## src/rtl/s526a_tb_pkg.sv

```systemverilog
// Shared definitions for the s526a response compactor and its stimulus side.
// Contents:
//   misr_state_e           - run-control FSM states
//   DefaultPoly/Seed       - x^16+x^5+x^3+x^2+1 taps (x^16 implied) and reset signature
//   RespWidth, RespG*      - response-vector width and bit position of each s526a output
//   pack_resp()            - assembles the response vector in that bit order
package s526a_tb_pkg;

  typedef enum logic [1:0] {
    StIdle,
    StRun,
    StDone
  } misr_state_e;

  localparam logic [15:0] DefaultPoly = 16'h002D;
  localparam logic [15:0] DefaultSeed = 16'h0000;

  localparam int unsigned RespWidth = 6;
  localparam int unsigned RespG147  = 0;
  localparam int unsigned RespG148  = 1;
  localparam int unsigned RespG198  = 2;
  localparam int unsigned RespG199  = 3;
  localparam int unsigned RespG213  = 4;
  localparam int unsigned RespG214  = 5;

  function automatic logic [RespWidth-1:0] pack_resp(input logic g147, input logic g148,
                                                     input logic g198, input logic g199,
                                                     input logic g213, input logic g214);
    logic [RespWidth-1:0] r;
    r           = '0;
    r[RespG147] = g147;
    r[RespG148] = g148;
    r[RespG198] = g198;
    r[RespG199] = g199;
    r[RespG213] = g213;
    r[RespG214] = g214;
    return r;
  endfunction

endpackage

```

## src/rtl/misr_step.sv

```systemverilog
// One combinational MISR step: shift left, fold in the feedback taps when the
// outgoing MSB is set, then XOR in the zero-extended response vector.
// Ports:
//   sig_i      - current signature (W bits)
//   r_i        - response vector (RespWidth bits, bit 0 = G147)
//   poly_i     - feedback taps, x^W term excluded
//   sig_next_o - signature after one step
module misr_step
  import s526a_tb_pkg::*;
#(
  parameter int unsigned W = 16
) (
  input  logic [W-1:0]         sig_i,
  input  logic [RespWidth-1:0] r_i,
  input  logic [W-1:0]         poly_i,
  output logic [W-1:0]         sig_next_o
);

  logic [W-1:0] r_ext;
  logic [W-1:0] fb;

  always_comb begin
    r_ext      = {{(W - RespWidth){1'b0}}, r_i};
    fb         = sig_i[W-1] ? poly_i : '0;
    sig_next_o = {sig_i[W-2:0], 1'b0} ^ fb ^ r_ext;
  end

endmodule

```

## src/rtl/s526a_resp_misr.sv

```systemverilog
// Response compactor for the s526a benchmark outputs. Folds the six outputs into
// a W-bit MISR on every IN_VALID cycle of a run, stops after LEN captures and
// raises DONE with the signature frozen.
// Optional feature (macro S526A_MISR_CMP_EN): on entry to DONE the next
// signature is compared against GOLDEN and the result held on PASS. Without the
// macro PASS is tied low and GOLDEN is unused.
// Ports:
//   CK, RST          - clock, synchronous active-high reset
//   START            - begin a run (honoured in IDLE and DONE only)
//   IN_VALID         - current s526a outputs are a capture
//   G147..G214       - s526a primary outputs
//   BUSY, DONE       - run in progress / run complete
//   SIG              - current signature
//   CNT              - captures taken in the current run
//   PASS             - golden-compare result
// W must lie in 8..32 and LEN in 1..65535.
module s526a_resp_misr
  import s526a_tb_pkg::*;
#(
  parameter int unsigned    W      = 16,
  parameter logic [W-1:0]   POLY   = W'(DefaultPoly),
  parameter logic [W-1:0]   SEED   = W'(DefaultSeed),
  parameter int unsigned    LEN    = 256,
  parameter logic [W-1:0]   GOLDEN = '0
) (
  input  logic         CK,
  input  logic         RST,
  input  logic         START,
  input  logic         IN_VALID,
  input  logic         G147,
  input  logic         G148,
  input  logic         G198,
  input  logic         G199,
  input  logic         G213,
  input  logic         G214,
  output logic         BUSY,
  output logic         DONE,
  output logic [W-1:0] SIG,
  output logic [15:0]  CNT,
  output logic         PASS
);

  localparam logic [15:0] LenCnt = 16'(LEN);

  misr_state_e          state_q, state_d;
  logic [W-1:0]         sig_q, sig_d;
  logic [15:0]          cnt_q, cnt_d;
  logic [RespWidth-1:0] resp;
  logic [W-1:0]         sig_step;
  logic [15:0]          cnt_inc;
  logic                 start_take;
  logic                 capture;
  logic                 last_cap;

  assign resp = pack_resp(G147, G148, G198, G199, G213, G214);

  misr_step #(
    .W (W)
  ) u_step (
    .sig_i      (sig_q),
    .r_i        (resp),
    .poly_i     (POLY),
    .sig_next_o (sig_step)
  );

  // START wins over IN_VALID outside RUN; IN_VALID is only honoured in RUN.
  assign start_take = START && (state_q != StRun);
  assign capture    = IN_VALID && (state_q == StRun);
  assign cnt_inc    = cnt_q + 16'd1;
  assign last_cap   = capture && (cnt_inc == LenCnt);

  always_comb begin
    state_d = state_q;
    sig_d   = sig_q;
    cnt_d   = cnt_q;
    unique case (state_q)
      StIdle, StDone: begin
        if (start_take) begin
          state_d = StRun;
          sig_d   = SEED;
          cnt_d   = '0;
        end
      end
      StRun: begin
        if (capture) begin
          sig_d = sig_step;
          cnt_d = cnt_inc;
          if (last_cap) begin
            state_d = StDone;
          end
        end
      end
      default: state_d = StIdle;
    endcase
  end

  always_ff @(posedge CK) begin
    if (RST) begin
      state_q <= StIdle;
      sig_q   <= SEED;
      cnt_q   <= '0;
    end else begin
      state_q <= state_d;
      sig_q   <= sig_d;
      cnt_q   <= cnt_d;
    end
  end

  assign BUSY = (state_q == StRun);
  assign DONE = (state_q == StDone);
  assign SIG  = sig_q;
  assign CNT  = cnt_q;

`ifdef S526A_MISR_CMP_EN
  logic pass_q, pass_d;

  // Compare the value being written on the final capture so PASS lands with DONE.
  always_comb begin
    pass_d = pass_q;
    if (start_take) begin
      pass_d = 1'b0;
    end else if (last_cap) begin
      pass_d = (sig_step == GOLDEN);
    end
  end

  always_ff @(posedge CK) begin
    if (RST) begin
      pass_q <= 1'b0;
    end else begin
      pass_q <= pass_d;
    end
  end

  assign PASS = pass_q;
`else
  logic unused_golden;
  assign unused_golden = ^GOLDEN;
  assign PASS          = 1'b0;
`endif

endmodule

```

## config.mk

```make
export PLATFORM = sky130hd
export DESIGN_NAME = s526a_resp_misr
export DESIGN_NICKNAME = d
export VERILOG_FILES = /design/src/rtl/s526a_tb_pkg.sv /design/src/rtl/misr_step.sv /design/src/rtl/s526a_resp_misr.sv
export SDC_FILE = /design/constraint.sdc
export NUM_CORES = 1
export LEC_CHECK = 0
export BUFFER_PORTS_ARGS = -buffer_cell sky130_fd_sc_hd__buf_4
export CAP_MARGIN = 20
export CORE_ASPECT_RATIO = 0.6
export CORE_MARGIN = 2
export CORE_UTILIZATION = 57
export DETAILED_ROUTE_END_ITERATION = 7
export PLACE_DENSITY = 0.95
export RECOVER_POWER = 25
export SLEW_MARGIN = 5
export SYNTH_ARGS = -nofsm -noshare
export SYNTH_HDL_FRONTEND = slang
export SYNTH_SLANG_ARGS = --single-unit
export TNS_END_PERCENT = 100
```

## constraint.sdc

```tcl
create_clock -name CK -period 5.3 [get_ports CK]
set_input_delay 1.06 -clock CK [delete_from_list [all_inputs] [get_ports CK]]
set_output_delay 1.06 -clock CK [all_outputs]
set_load 0.02 [all_outputs]
```

After elaboration in Yosys (flattened, before gate mapping):

Cells that the tools add are included.

* output and inout port bits: 35
* bits in registers: 34
* word-level logic and storage cells: 31

* reductions and logical operators: 8
* equal/unequal tests: 7
* bitwise operators: 2
* add/subtract/negate cells: 1
* multiplexer cells: 10

Operators with widths (number)
* $pmux W16 S2: 2
* $mux W16: 3
* $add A16 B1 Y16 const B: 1
* $eq A16 B9 Y1 const B: 1
* $xor A16 B16 Y16: 1
* $xor A16 B6 Y16: 1
* $mux W2: 3
* $mux W6: 1
* $ne A2 B1 Y1 const B: 3
* $reduce_and A3 Y1: 2
* $pmux W2 S2: 1
* $logic_and A1 B1 Y1: 3
* $eq A2 B1 Y1 const B: 1
* $eq A2 B2 Y1 const B: 1
* $logic_not A2 Y1: 1
* $ne A2 B2 Y1 const B: 1
* $reduce_bool A2 Y1: 1
* $reduce_or A2 Y1: 1

Logic depth before layout (Yosys ltp):

* depth in word-level cells: 6
* gate-level depth with buffers: 7
* gate-level depth less buffers: 6

Hierarchy:

A second synthesis with hierarchy kept.

* cells, all modules: 260
* area, all modules: 2043.2 µm²

By module, submodules not included
* s526a_resp_misr: sequential area each 680.7 µm², area each 1755.4 µm², cells each 221, instances 1
* misr_step: sequential area each 0.0 µm², area each 287.8 µm², cells each 39, instances 1

Worst setup path before layout:

Ideal clock, no wire load.

* kind: input port to flip-flop
* start: input IN_VALID
* end: register cnt_q[4], in the netlist CNT[4]
* path buffers: 2
* stages: 6
* arrival time: 1.917 ns
* setup time: 0.128 ns
* path slack: 3.255 ns
* data required time: 5.172 ns
* cells stage by stage: nand3b_1 > buf_2 > buf_1 > o21ai_0 > a21oi_1 > nor2_1

* cells in the longest elaborated chain, start to end: 3

RTL lines
* start, declared: RTL line s526a_resp_misr.sv:29 `input logic IN_VALID,`
* $logic_and A1 B1 Y1: RTL line s526a_resp_misr.sv:68 `assign capture = IN_VALID && (state_q == StRun);`
* $ne A2 B1 Y1 (no source line)
* $reduce_and A3 Y1 (no source line)
* end signal, assigned: RTL line s526a_resp_misr.sv:105 `cnt_q <= cnt_d;`
* end, declared: RTL line s526a_resp_misr.sv:47 `logic [15:0] cnt_q, cnt_d;`

Every way passes these cells.
A chain may end at the register's enable or synchronous reset.

Worst setup path after layout:

* start: input IN_VALID
* end: register cnt_q[10], in the netlist CNT[10]

Same word-level chain as after synthesis.

==> impl_results.md <==
* Outcome: finished, final reports clean
* Largest net degree at the start of global routing at 36
* Final antenna diode count at 0
* Synth Area per Inst at 8.07 sq um
* Most common cell after layout, fill and taps aside: buf_4
* Post-Syn Area at 0.00181 sq mm
* Routed length on met2 at 2060 microns
* Setup crit end kind: flip-flop
* Placement Cell Area at 0.00211 sq mm
* Post-synthesis cell count at 224
* Buf+Inv Stages, Crit Path at 1
* Initial antenna violation count at 0
* Hpwl dp at 3160 microns
* Post-synth cell types at 50
* TritonCTS clock tree: built
* Gp weighted congestion at 0.935
* Die width at 76.7 microns
* #FFs+latches synth at 34
* Final ANT Viol Nets at 0
* VDD IR-drop max at 168 uV
* Area of the multi-input gates at 0.00104 sq mm
* Drt initial violations at 186
* FILL cells at 256
* Share of layout cells above drive strength 1 at 0.229
* Slew Viols, Final at 0
* Most frequent cells in the layout: 37 x buf_4, 34 x dfxtp_1, 28 x a21oi_1
* Crit Path Max Fanout at 20
* Vias in the first global route at 1534
* CP Launch Type: input port
* Crit Path Category: input port to flip-flop
* Vias at 1799
* RSZ-0062 raised after global routing: false
* I/O pin count at 45
* Pwr Density at 235 mW/mm^2
* Post-synth top area cell: dfxtp_1
* Clk sinks at 34
* WL final at 4740 microns
* # nets final at 268
* Number of H-tree levels at 2
* Synth warnings at 0
* Minimum clock period at 2.38 ns
* CTS max path bufs at 2
* Pre-CTS WS at 2.76 ns
* CTS Hold Buffers Added at 0
* Final Hold Fails at 0
* Die area at 0.00365 sq mm
* Metal3 WL at 468 microns
* EDFF count, synth at 0
* Top cells by area, synth: dfxtp_1 38%, a21oi_1 7.8%, nand3_1 6.4%
* CP Cell Sequence: clkbuf_1 -> and2_0 -> o21ai_0 -> a311oi_1
* Post-synth top area share at 0.377
* Drt pass-1 iters at 4
* Register area at 681 sq um
* Hold WS at 0.475 ns
* Seq/Total Area, Yosys at 0.377
* Worst Tran Pin Value at 1.02 ns
* CP max-delay cell: and2_0
* First-pass GRT wire length at 7530 microns
* Clock Skew at 0.00266 ns
* Highest Clock Rate at 421 MHz
* Site Rows at 15
* P_leak at 0.808 nW
* Root buf cell: clkbuf_8
* Chip Height at 47.6 microns
* Max_slew headroom at 0.320
* Synth async-reset ratio at 0
* Final worst-path cycle share at 0.448
* Critical path's top delay family: simple AND/OR/NAND/NOR gates
* Grt total ovfl at 0
* Clk slew on worst S/H paths at 0.07 ns
* Worst-Skew Late Latency at 0.29 ns
* IO buf count at 43
* Max incr delay on CP at 0.81 ns
* GR Util All Layers at 0.272
* Drc violations at 0
* M1 wire length at 2170 microns
* Vias per inst at 6.00
* Critical Path RT at 5.49 ns
* Worst min-delay path class: flip-flop to flip-flop
* Final worst slack at 2.92 ns
* Routed WL per cell at 15.8 microns
* CORE AREA at 0.00295 sq mm
* Max Cap Viol at 0
* Setup tns final at 0 ns
* Initial Util at 0.613
* Post-CTS Setup Inserts at 0
* CP arrival at 2.57 ns
* Layout area overhead at 20.5%
* Top sig layer: met4
* Final Cell Area at 0.00218 sq mm
* Syn nets at 235
* TritonCTS Buffers at 5
* Dominant synthesized flop cell: dfxtp_1
* Final setup fails at 0
* Post-cts resize count at 0
[cell type report]
type,instances,share of cell area
Clock inverter,1,0.00230
Timing Repair Buffer,44,0.140
Multi-Input combinational cell,170,0.478
Clock buffer,7,0.0397
Tap cell,42,0.0241
Inverter,2,0.00345
Sequential cell,34,0.313
[logic make-up (layout without fill, tap and decap cells)]
| logic type | after synthesis | in the layout | share of synthesized area |
|---|---|---|---|
| compound gates | 55 | 55 | 0.196 |
| mux | 1 | 1 | 0.00554 |
| xor+xnor | 11 | 11 | 0.0533 |
| buf+inv | 20 | 54 | 0.0471 |
| simple gates | 101 | 101 | 0.312 |
| other cells | 1 | 1 | 0.00208 |
| flops | 34 | 34 | 0.377 |
| fa+ha+maj | 1 | 1 | 0.00692 |
[report_power, final]
part / internal [mW] / total [mW] / leakage (nW) / switching, mW
combinational: 0.0159 / 0.0499 / 0.485 / 0.0340
sequential: 0.258 / 0.261 / 0.274 / 0.00304
clock: 0.105 / 0.200 / 0.0482 / 0.0953
[cell usage after synthesis (all sizes together), types with 2 or more instances]
| cell | n |
|---|---|
| nand2 | 27 |
| dfxtp | 34 |
| or3 | 2 |
| nor3 | 6 |
| a31oi | 2 |
| clkbuf | 9 |
| xnor2 | 8 |
| xor2 | 3 |
| nand3 | 23 |
| a21oi | 28 |
| nand2b | 5 |
| and2 | 3 |
| a311oi | 5 |
| inv | 2 |
| nor4 | 3 |
| nand3b | 2 |
| o21ai | 10 |
| nor2b | 4 |
| nand4 | 7 |
| nor2 | 14 |
| buf | 9 |
[through the flow]
step | utilization | cells | power, mW
after floorplan | - | 224 | 0.301
after global routing | 0.739 | 300 | 0.530
after global placement | 0.717 | 292 | 0.315
after detailed placement | 0.717 | 292 | 0.317
final | 0.739 | 300 | 0.511
after CTS | 0.748 | 300 | 0.513
[metal layers]
| layer | vias up | global-route usage |
|---|---|---|
| met5 | - | 0 |
| met3 | 5 | 0.0925 |
| met4 | 0 | 0.105 |
| met1 | 835 | 0.381 |
| li1 | 867 | - |
| met2 | 92 | 0.393 |
[registers in the layout (all words and copies together), names as in the netlist]
register and cells:
CNT 16, state_q 2, SIG 16
[worst paths after layout]
path / from / end / slack [ns] / depth (start not counted)
max reg2reg: state_q[1] / CNT[10] / 3.04 / 5
min reg2reg: SIG[8] / SIG[8] / 0.48 / 2
min: SIG[8] / SIG[8] / 0.48 / 2
max: IN_VALID / CNT[10] / 2.92 / 4
[tightest hold or removal path, delay by kind of cell, from the launching register on]
family	cells	cell delay (ns)
simple gates	1	0.05
flops	1	0.32
compound gates	1	0.05
(Power assumes the default switching activity.)
